$ cat src/rtl/lot_checker_n.sv
// Parametrised lottery ticket checker: grades NDIG BCD digits against a loadable
// winning number by the longest run of consecutive matching positions.
module lot_checker_n #(
  parameter int                  NDIG    = 5,
  parameter logic [4*NDIG-1:0]   WIN_DEF = 20'h47019,
  parameter int                  RUN2    = 3,
  parameter int                  CNT_W   = 5
) (
  input  logic                          clk,
  input  logic                          reset,
  input  logic                          fim_jogo,
  input  logic                          carrega,
  input  logic [4*NDIG-1:0]             win_in,
  input  logic                          insere,
  input  logic [3:0]                    num,
  input  logic                          fim,
  output logic [1:0]                    premio,
  output logic [CNT_W-1:0]              p1,
  output logic [CNT_W-1:0]              p2,
  output logic                          erro,
  output logic [2:0]                    state,
  output logic [$clog2(NDIG+1)-1:0]     idx
);

  localparam int IW = $clog2(NDIG + 1);
  localparam logic [IW-1:0] NDIG_W = IW'(NDIG);
  localparam logic [IW-1:0] LAST_W = IW'(NDIG - 1);
  localparam logic [IW-1:0] RUN2_W = IW'(RUN2);
  localparam logic [IW-1:0] ONE_W  = IW'(1);

  typedef enum logic [2:0] {
    S_COLL = 3'b000,
    S_DONE = 3'b001,
    S_SHOW = 3'b010,
    S_ERR  = 3'b011
  } state_t;

  state_t              state_q, state_n;
  logic [IW-1:0]       idx_q, idx_n;
  logic [IW-1:0]       cur_q, cur_n;
  logic [IW-1:0]       max_q, max_n;
  logic [1:0]          premio_q, premio_n;
  logic [CNT_W-1:0]    p1_q, p1_n;
  logic [CNT_W-1:0]    p2_q, p2_n;
  logic                erro_q, erro_n;
  logic [4*NDIG-1:0]   win_q, win_n;
  logic [3:0]          win_nib;
  logic [IW-1:0]       run_inc;
  logic                load_ok;

  // The first-entered digit lives in the most significant nibble.
  always_comb begin
    win_nib = 4'd0;
    for (int i = 0; i < NDIG; i++) begin
      if (idx_q == IW'(i)) win_nib = win_q[4*(NDIG-1-i) +: 4];
    end
  end

  assign run_inc = cur_q + ONE_W;
  assign load_ok = ((state_q == S_COLL) && (idx_q == '0)) ||
                   (state_q == S_SHOW) || (state_q == S_ERR);

  always_ff @(posedge clk) begin
    if (reset) begin
      state_q  <= S_COLL;
      idx_q    <= '0;
      cur_q    <= '0;
      max_q    <= '0;
      premio_q <= 2'b00;
      p1_q     <= '0;
      p2_q     <= '0;
      erro_q   <= 1'b0;
      win_q    <= WIN_DEF;
    end else begin
      state_q  <= state_n;
      idx_q    <= idx_n;
      cur_q    <= cur_n;
      max_q    <= max_n;
      premio_q <= premio_n;
      p1_q     <= p1_n;
      p2_q     <= p2_n;
      erro_q   <= erro_n;
      win_q    <= win_n;
    end
  end

  // Only the highest-priority asserted strobe acts, even when it is ignored
  // in the current state.
  always_comb begin
    state_n  = state_q;
    idx_n    = idx_q;
    cur_n    = cur_q;
    max_n    = max_q;
    premio_n = premio_q;
    p1_n     = p1_q;
    p2_n     = p2_q;
    erro_n   = erro_q;
    win_n    = win_q;
    if (fim_jogo) begin
      state_n  = S_COLL;
      idx_n    = '0;
      cur_n    = '0;
      max_n    = '0;
      premio_n = 2'b00;
      erro_n   = 1'b0;
    end else if (carrega) begin
      if (load_ok) win_n = win_in;
    end else if (fim) begin
      if (state_q == S_DONE) begin
        state_n = S_SHOW;
        if (max_q == NDIG_W) begin
          premio_n = 2'b01;
          if (p1_q != '1) p1_n = p1_q + CNT_W'(1);
        end else if (max_q >= RUN2_W) begin
          premio_n = 2'b10;
          if (p2_q != '1) p2_n = p2_q + CNT_W'(1);
        end else begin
          premio_n = 2'b00;
        end
      end
    end else if (insere) begin
      if (state_q == S_COLL) begin
        if (num > 4'd9) begin
          state_n = S_ERR;
          erro_n  = 1'b1;
        end else begin
          idx_n = idx_q + ONE_W;
          if (num == win_nib) begin
            cur_n = run_inc;
            if (run_inc > max_q) max_n = run_inc;
          end else begin
            cur_n = '0;
          end
          if (idx_q == LAST_W) state_n = S_DONE;
        end
      end
    end
  end

  assign state  = state_q;
  assign idx    = idx_q;
  assign premio = premio_q;
  assign p1     = p1_q;
  assign p2     = p2_q;
  assign erro   = erro_q;

  // Structural invariants of the grading registers.
  a_no_premio_11 : assert property (@(posedge clk) disable iff (reset) premio_q != 2'b11);
  a_idx_bound    : assert property (@(posedge clk) disable iff (reset) idx_q <= NDIG_W);
  a_run_order    : assert property (@(posedge clk) disable iff (reset) cur_q <= max_q);
  a_max_bound    : assert property (@(posedge clk) disable iff (reset) max_q <= idx_q);

endmodule
$ cat config.mk
export PLATFORM = sky130hd
export DESIGN_NAME = lot_checker_n
export DESIGN_NICKNAME = d
export VERILOG_FILES = /design/src/rtl/lot_checker_n.sv
export SDC_FILE = /design/constraint.sdc
export NUM_CORES = 1
export LEC_CHECK = 0
export CAP_MARGIN = 20
export CORE_UTILIZATION = 30
export CTS_CLUSTER_DIAMETER = 30
export CTS_CLUSTER_SIZE = 12
export DETAILED_ROUTE_END_ITERATION = 10
export PLACE_DENSITY_LB_ADDON = 0.2
export SYNTH_ARGS = -nofsm -noshare
export SYNTH_HDL_FRONTEND = slang
export SYNTH_SLANG_ARGS = --single-unit
$ cat constraint.sdc
create_clock -name clk -period 2.44 [get_ports clk]
set_clock_uncertainty 0.15 [all_clocks]
set_input_delay 0.732 -clock clk [delete_from_list [all_inputs] [get_ports clk]]
set_output_delay 0.732 -clock clk [all_outputs]
set_load 0.02 [all_outputs]
==> results.py <==
metrics = {
    "timing": {
        "setup_slack_ns": 0.0776,
        "slew_viol_final": 0,
        "min_period_ns": 2.36,
        "finalHoldViolCount": 0,
        "fmax_mhz": 423,
        "finalSetupViolCount": 0,
        "fin_crit_sh_pct": 96.8,
        "fin_tns_setup_ns": 0,
    },
    "yosys": {
        "async_reset_ff_share_pct": 0,
        "ys_warn_count": 0,
        "yosysSeqAreaShare_pct": 40.3,
        "netlist-cell-type-count": 42,
        "synth_nets": 304,
        "syn_area_mm2": 0.00219,
        "synth_edf_count": 0,
        "ys.flop_type": "dfxtp_1",
        "syn-mean-instance-area_um2": 8.38,
        "synthCells": 261,
        "synth-seq-cells": 44,
    },
    "clock_network": {
        "cts_buffer_depth": 2,
        "htree_levels": 2,
        "hold_buffers": 0,
        "cts_tree": "done",
        "cts_buffers": 5,
        "clock_latency_ns": 0.30,
        "cts.clk_slew.worst_paths_ns": 0.08,
        "cts.sinks": 44,
        "cts_root_buf": "clkbuf_8",
    },
    "placed_design": {
        "routabilityCongestion": 0.763,
        "place_inst": 416,
        "numPortBuffers": 47,
        "dp_hpwl_mm": 4.01,
        "post-place-ws_ns": -0.292,
    },
    "drt": {
        "first_pass_iters": 5,
        "wl_per_cell_um": 12.6,
        "wirelength_mm": 5.36,
        "num_vias": 1956,
        "viasPerCell": 4.60,
        "ant_nets": 0,
        "drtIter0Drc": 78,
        "route.detailed.drc": 0,
    },
    "final_layout": {
        "layout_common_cells": "53 x nand2_1, 47 x clkdlybuf4s50_1, 42 x dfxtp_1",
        "fin_cells": 425,
        "n_fill_cell": 745,
        "finish.utilization_pct": 44.3,
        "drive_above_1_share_pct": 16.4,
        "n_antenna_cell": 0,
        "syn_to_final_growth_pct": 40.0,
        "final_common_cell": "nand2_1",
        "final_nets": 371,
    },
    "setup_path": {
        "path_class": "in -> reg",
        "critPathLaunchType": "input port",
        "slowest_delay_ns": 0.43,
        "endpoint_kind": "flip-flop",
        "cp_top_family": "buffers and inverters",
        "cp_cell_sequence": "clkdlybuf4s50_1, o21a_1, nand4b_2, o21bai_1, nor4b_2, buf_4, nand3_2, mux2i_1",
        "crit_required_ns": 2.48,
        "cp_max_fo": 4,
        "cp_slowest_cell": "clkdlybuf4s50_1",
        "crit_arrival_ns": 2.40,
        "crit_buf_inv": 2,
    },
    "power_and_ir_drop": {
        "p_per_area_mw_per_mm2": 462,
        "leakage_nw": 1.19,
        "peakVddDrop_uv": 201,
    },
    "floorplanning": {
        "initial_core_util_pct": 31.7,
        "die-area_mm2": 0.00764,
        "core_mm2": 0.00691,
        "die_x_um": 87.4,
        "num_io_pins": 49,
        "rows": 30,
        "die_height_um": 87.4,
    },
    "global_route": {
        "overflow": 0,
        "grt.total_usage_pct": 15.0,
        "antenna_found_initial": 0,
        "grt_pass1_vias": 1842,
        "grt_max_degree": 29,
        "grt_pass1_wl_mm": 8.77,
    },
    "flow_run": {
        "cap_viol_max_count": 0,
    },
    "worst_hold_path": {
        "hold_path.class": "reg -> reg",
    },
    "run_status": {
        "status": "finished clean",
    },
}
==> cell usage after synthesis (2+ instances only) <==
| master | instances | share of area, % |
|---|---|---|
| xor2_1 | 5 | 2.0 |
| nand3_1 | 5 | 1.1 |
| clkbuf_1 | 8 | 1.4 |
| a221oi_1 | 2 | 0.80 |
| or2_2 | 2 | 0.57 |
| nor4_2 | 2 | 1.1 |
| o21ai_0 | 4 | 0.92 |
| mux2i_1 | 10 | 4.6 |
| dfxtp_1 | 44 | 40 |
| a21oi_1 | 25 | 5.7 |
| or3_1 | 4 | 1.1 |
| nand3b_1 | 12 | 4.1 |
| and3_1 | 5 | 1.4 |
| inv_1 | 12 | 2.1 |
| nand4_1 | 3 | 0.86 |
| a31oi_1 | 3 | 0.86 |
| nand2_1 | 53 | 9.1 |
| a32oi_1 | 2 | 0.80 |
| nor2_1 | 22 | 3.8 |
| ha_1 | 13 | 7.4 |
| buf_2 | 2 | 0.46 |
| xnor2_1 | 3 | 1.2 |
==> per-layer routing <==
layer  wire length [µm]  global-route usage, %
met2               2380                   23.6
met5                  0                      0
met3                173                   3.13
met1               2730                   20.4
met4                 77                   4.92
==> path summary, 6_finish.rpt <==
check | startpoint | to | slack, ns | cells after the start
max reg2reg | idx[0]$_SDFFE_PP0P_ | max_q[1]$_SDFFE_PP0P_ | 0.12 | 9
min | win_q[10]$_SDFFE_PP0P_ | win_q[10]$_SDFFE_PP0P_ | 0.31 | 2
max | num[1] | max_q[1]$_SDFFE_PP0P_ | 0.08 | 8
min reg2reg | win_q[10]$_SDFFE_PP0P_ | win_q[10]$_SDFFE_PP0P_ | 0.31 | 2
==> metrics by stage <==
step	power, mW	instance area, µm²	hold WS (ns)
2_1_floorplan	0.841	2190	0.282
3_3_place_gp	0.941	2930	0.297
3_5_place_dp	0.943	2930	0.301
4_1_cts	1.43	3030	0.314
5_1_grt	1.48	3060	0.335
6_report	1.41	3060	0.309
==> worst min-delay path, stage by stage, from the launching register on <==
cell and delay, ns:
dfxtp_1 0.32, nand2_1 0.05, a21oi_1 0.05
==> area by class of cell <==
class	count	area, µm²	share of cell area, %
multi-input cells	193	1230	40.3
flip-flops and latches	44	883	28.8
repair buffers	72	683	22.3
well taps	96	120	3.92
clock buffers	6	82.6	2.70
inverters	12	45.0	1.47
clock inverters	2	15.0	0.490
==> power breakdown <==
group	switching [mW]	internal, mW
registers	0.0122	0.738
logic	0.0774	0.102
clock network	0.256	0.229
total	0.346	1.07
==> repair_timing <==
item	CTS	global route
resized for setup	0	8
setup buffers	0	1
endpoints found under the setup margin	0	6
==> kinds of logic after synthesis <==
family | after synthesis | share of synthesized area, %
AO/OA/AOI/OAI | 45 | 12.8
XOR/XNOR | 8 | 3.20
flip-flops | 44 | 40.3
buffers and inverters | 24 | 4.75
multiplexers | 10 | 4.58
AND/OR/NAND/NOR | 116 | 26.8
other | 1 | 0.171
adder cells (fa/ha/maj) | 13 | 7.44
==> sequential cells by signal, indices dropped and copies added (netlist names) <==
name	flops
max_q	3
erro	1
premio	2
p2	5
win_q	20
state	2
idx	3
p1	5
cur_q	3
No activity file was read; power rests on OpenSTA's default activity.
==> RTL edit, RTL diff (config.mk and constraints unchanged) <==
Make the reset (`reset`) asynchronous in one clocked block.
--- a/src/rtl/lot_checker_n.sv
+++ b/src/rtl/lot_checker_n.sv
@@ -62,3 +62,3 @@
 
-  always_ff @(posedge clk) begin
+  always_ff @(posedge clk or posedge reset) begin
     if (reset) begin
Check against the original RTL: differs if reset is asserted again (counterexample within 4 cycles, from zero or initial values and one cycle with reset high); with reset held inactive, the same outputs for 4 cycles.
==> RTL edit against the original RTL <==
- global-route usage decreased by 0.46 points
- cell area increased by 15%
- register-to-register slack got worse by 0.10 ns
- first-iteration DRC count decreased by 59%
- highest routed layer unchanged
- critical path depth did not move
- synthesized area rose by 12%
- sequential cell count unchanged
- final cell count down 6.6%
- routed wire length increased by 9.5%
- worst setup slack got worse by 0.062 ns
Power is not compared: it rests on default switching activity, and its combinational part moved more than twofold at a synthesized area within 25%.
==> RTL edit: results (changes against the original RTL) <==
[status]
outcome = finished, final reports clean  ; unchanged

[synthesis]
syn_nets = 260  ; was 304
yosysSeqAreaShare_pct = 45.4  ; was 40.3%
yosysWarnings = 0  ; unchanged
ys_top_cells_by_count = 37 x dfrtp_1, 24 x mux2_2, 16 x a21oi_1  ; was 53 x nand2_1, 44 x dfxtp_1, 25 x a21oi_1
synth_async_sr_flop_share_pct = 100  ; was 0%
ys_types = 50  ; was 42
synthTopCellsByArea = dfrtp_1 38%, mux2_2 11%, dfstp_2 7.5%, ha_1 6.6%, a21oi_1 3.3%  ; was dfxtp_1 40%, nand2_1 9.1%, ha_1 7.4%, a21oi_1 5.7%, mux2i_1 4.6%

[placement]
portBuffers = 47  ; unchanged
hpwl_um = 4180  ; was 4010 um
pre_cts_ws_ns = -0.425  ; was -0.292 ns
place_congestion = 0.785  ; was 0.763

[hold_path]
whs_path_depth = 1  ; was 2
hold_end = p1[3]$_DFFE_PP0P_  ; was win_q[10]$_SDFFE_PP0P_
hold_path.startpoint = p1[3]$_DFFE_PP0P_  ; was win_q[10]$_SDFFE_PP0P_
hold_class = flop to flop  ; unchanged

[routing]
dr.pass1.iters = 4  ; was 5
wl_per_cell_um = 14.8  ; was 12.6 um
vias = 1904  ; was 1956
drtIter0Drc = 32  ; was 78

[layout]
n_antenna_cell = 0  ; unchanged
largest_register_ffs = 20  ; unchanged
fillers = 725  ; was 745
drive_above_1_share_pct = 34.9  ; was 16.4%
regMostFlops = win_q  ; unchanged
fin_nets = 337  ; was 371

[power]
p_leak_nw = 1.49
peakVddDrop_mv = 0.209

[clock_network]
cts_htree_levels = 2  ; unchanged
cts-root-buf = clkbuf_8  ; unchanged
clk_latency_ns = 0.31
clk_pin_slew_ns = 0.09
numCtsBuffers = 5  ; unchanged
max-clock-path-buffers = 2  ; unchanged

[global_route]
grt_pass1_wl_um = 9630  ; was 8770 um
grt_max_degree = 45  ; was 29
grt_pass1_vias = 2032  ; was 1842
antenna_found_initial = 0  ; unchanged
grt.total_usage_pct = 14.5  ; was 15.0%

[critical_path]
r2r_start = idx[0]$_DFFE_PP0P_  ; was idx[0]$_SDFFE_PP0P_
worst_path_largest_cell_delay_ns = 0.48  ; was 0.43 ns
reg2regPathDepth = 8  ; was 9
rrSetupSlack_ns = 0.02  ; was 0.12 ns
critPathMaxFanout = 6  ; was 4
slowest_stage = dfrtp_2  ; was clkdlybuf4s50_1
critical-path-top-delay-family = compound AO/OA/AOI/OAI gates  ; was buffers and inverters
r2r_end = max_q[0]$_DFFE_PP0P_  ; was max_q[1]$_SDFFE_PP0P_
cp.arrival_ns = 2.52  ; was 2.40 ns

-- RTL edit: kinds of logic after synthesis --
| kind of cell | Yosys count | share of synthesized area (%) |
|---|---|---|
| and+or+nand+nor | 54 | 14.5 |
| muxes | 25 | 11.5 |
| adders and majority gates | 13 | 6.65 |
| other | 1 | 0.153 |
| buffers and inverters | 22 | 3.63 |
| DFF | 44 | 45.4 |
| AOI/OAI and AO/OA | 50 | 15.3 |
| xor gates and xnor gates | 8 | 2.86 |
-- RTL edit: metal layers --
layer / vias to the layer above / routed length (um) / global-route usage, %
met4: 0 / 53 / 3.39
met1: 917 / 2620 / 17.9
li1: 937 / - / -
met5: - / 0 / 0
met2: 45 / 2900 / 25.1
met3: 5 / 290 / 4.19
-- RTL edit: worst max-delay path by stage --
stage / from / end / slack, ns / depth (start not counted)
after floorplan: idx[0]$_DFFE_PP0P_ / max_q[0]$_DFFE_PP0P_ / 0.006 / 9
after global placement: fim / p1[1]$_DFFE_PP0P_ / -0.40 / 4
after detailed placement: insere / max_q[0]$_DFFE_PP0P_ / -0.42 / 7
after CTS: idx[0]$_DFFE_PP0P_ / max_q[0]$_DFFE_PP0P_ / -0.02 / 8
after global routing: idx[0]$_DFFE_PP0P_ / max_q[0]$_DFFE_PP0P_ / -0.06 / 8
final: idx[0]$_DFFE_PP0P_ / max_q[0]$_DFFE_PP0P_ / 0.02 / 8
-- RTL edit: final cells by class --
cell class	instances	area [sq um]	share of cell area, %
Timing Repair Buffer	79	741	21.0
Sequential cell	44	1110	31.6
Clock inverter	1	30.0	0.853
Inverter	13	51.3	1.46
Clock buffer	7	96.3	2.74
Multi-Input combinational cell	151	1360	38.7
Tap cell	102	128	3.62
-- RTL edit: where the power goes --
group | internal (mW) | total [mW] | switching (mW)
Sequential | 0.824 | 0.870 | 0.0465
Clock | 0.362 | 0.629 | 0.267
Combinational | 0.214 | 0.372 | 0.158
-- RTL edit: timing repair --
| item | CTS | global route |
|---|---|---|
| endpoints found under the setup margin | 11 | 6 |
| hold buffers | 0 | 0 |
| gates resized for setup | 13 | 10 |
| buffers inserted | 2 | 3 |
| pin swaps | 7 | 10 |
-- RTL edit: per-stage QoR --
| stage | area (sq um) | cells | hold slack [ns] |
|---|---|---|---|
| finish | 3520 | 397 | 0.351 |
| global route | 3520 | 397 | 0.381 |
| CTS | 3460 | 394 | 0.353 |
| detailed placement | 3270 | 384 | 0.337 |
| global placement | 3270 | 384 | 0.332 |
| floorplan | 2500 | 217 | 0.320 |
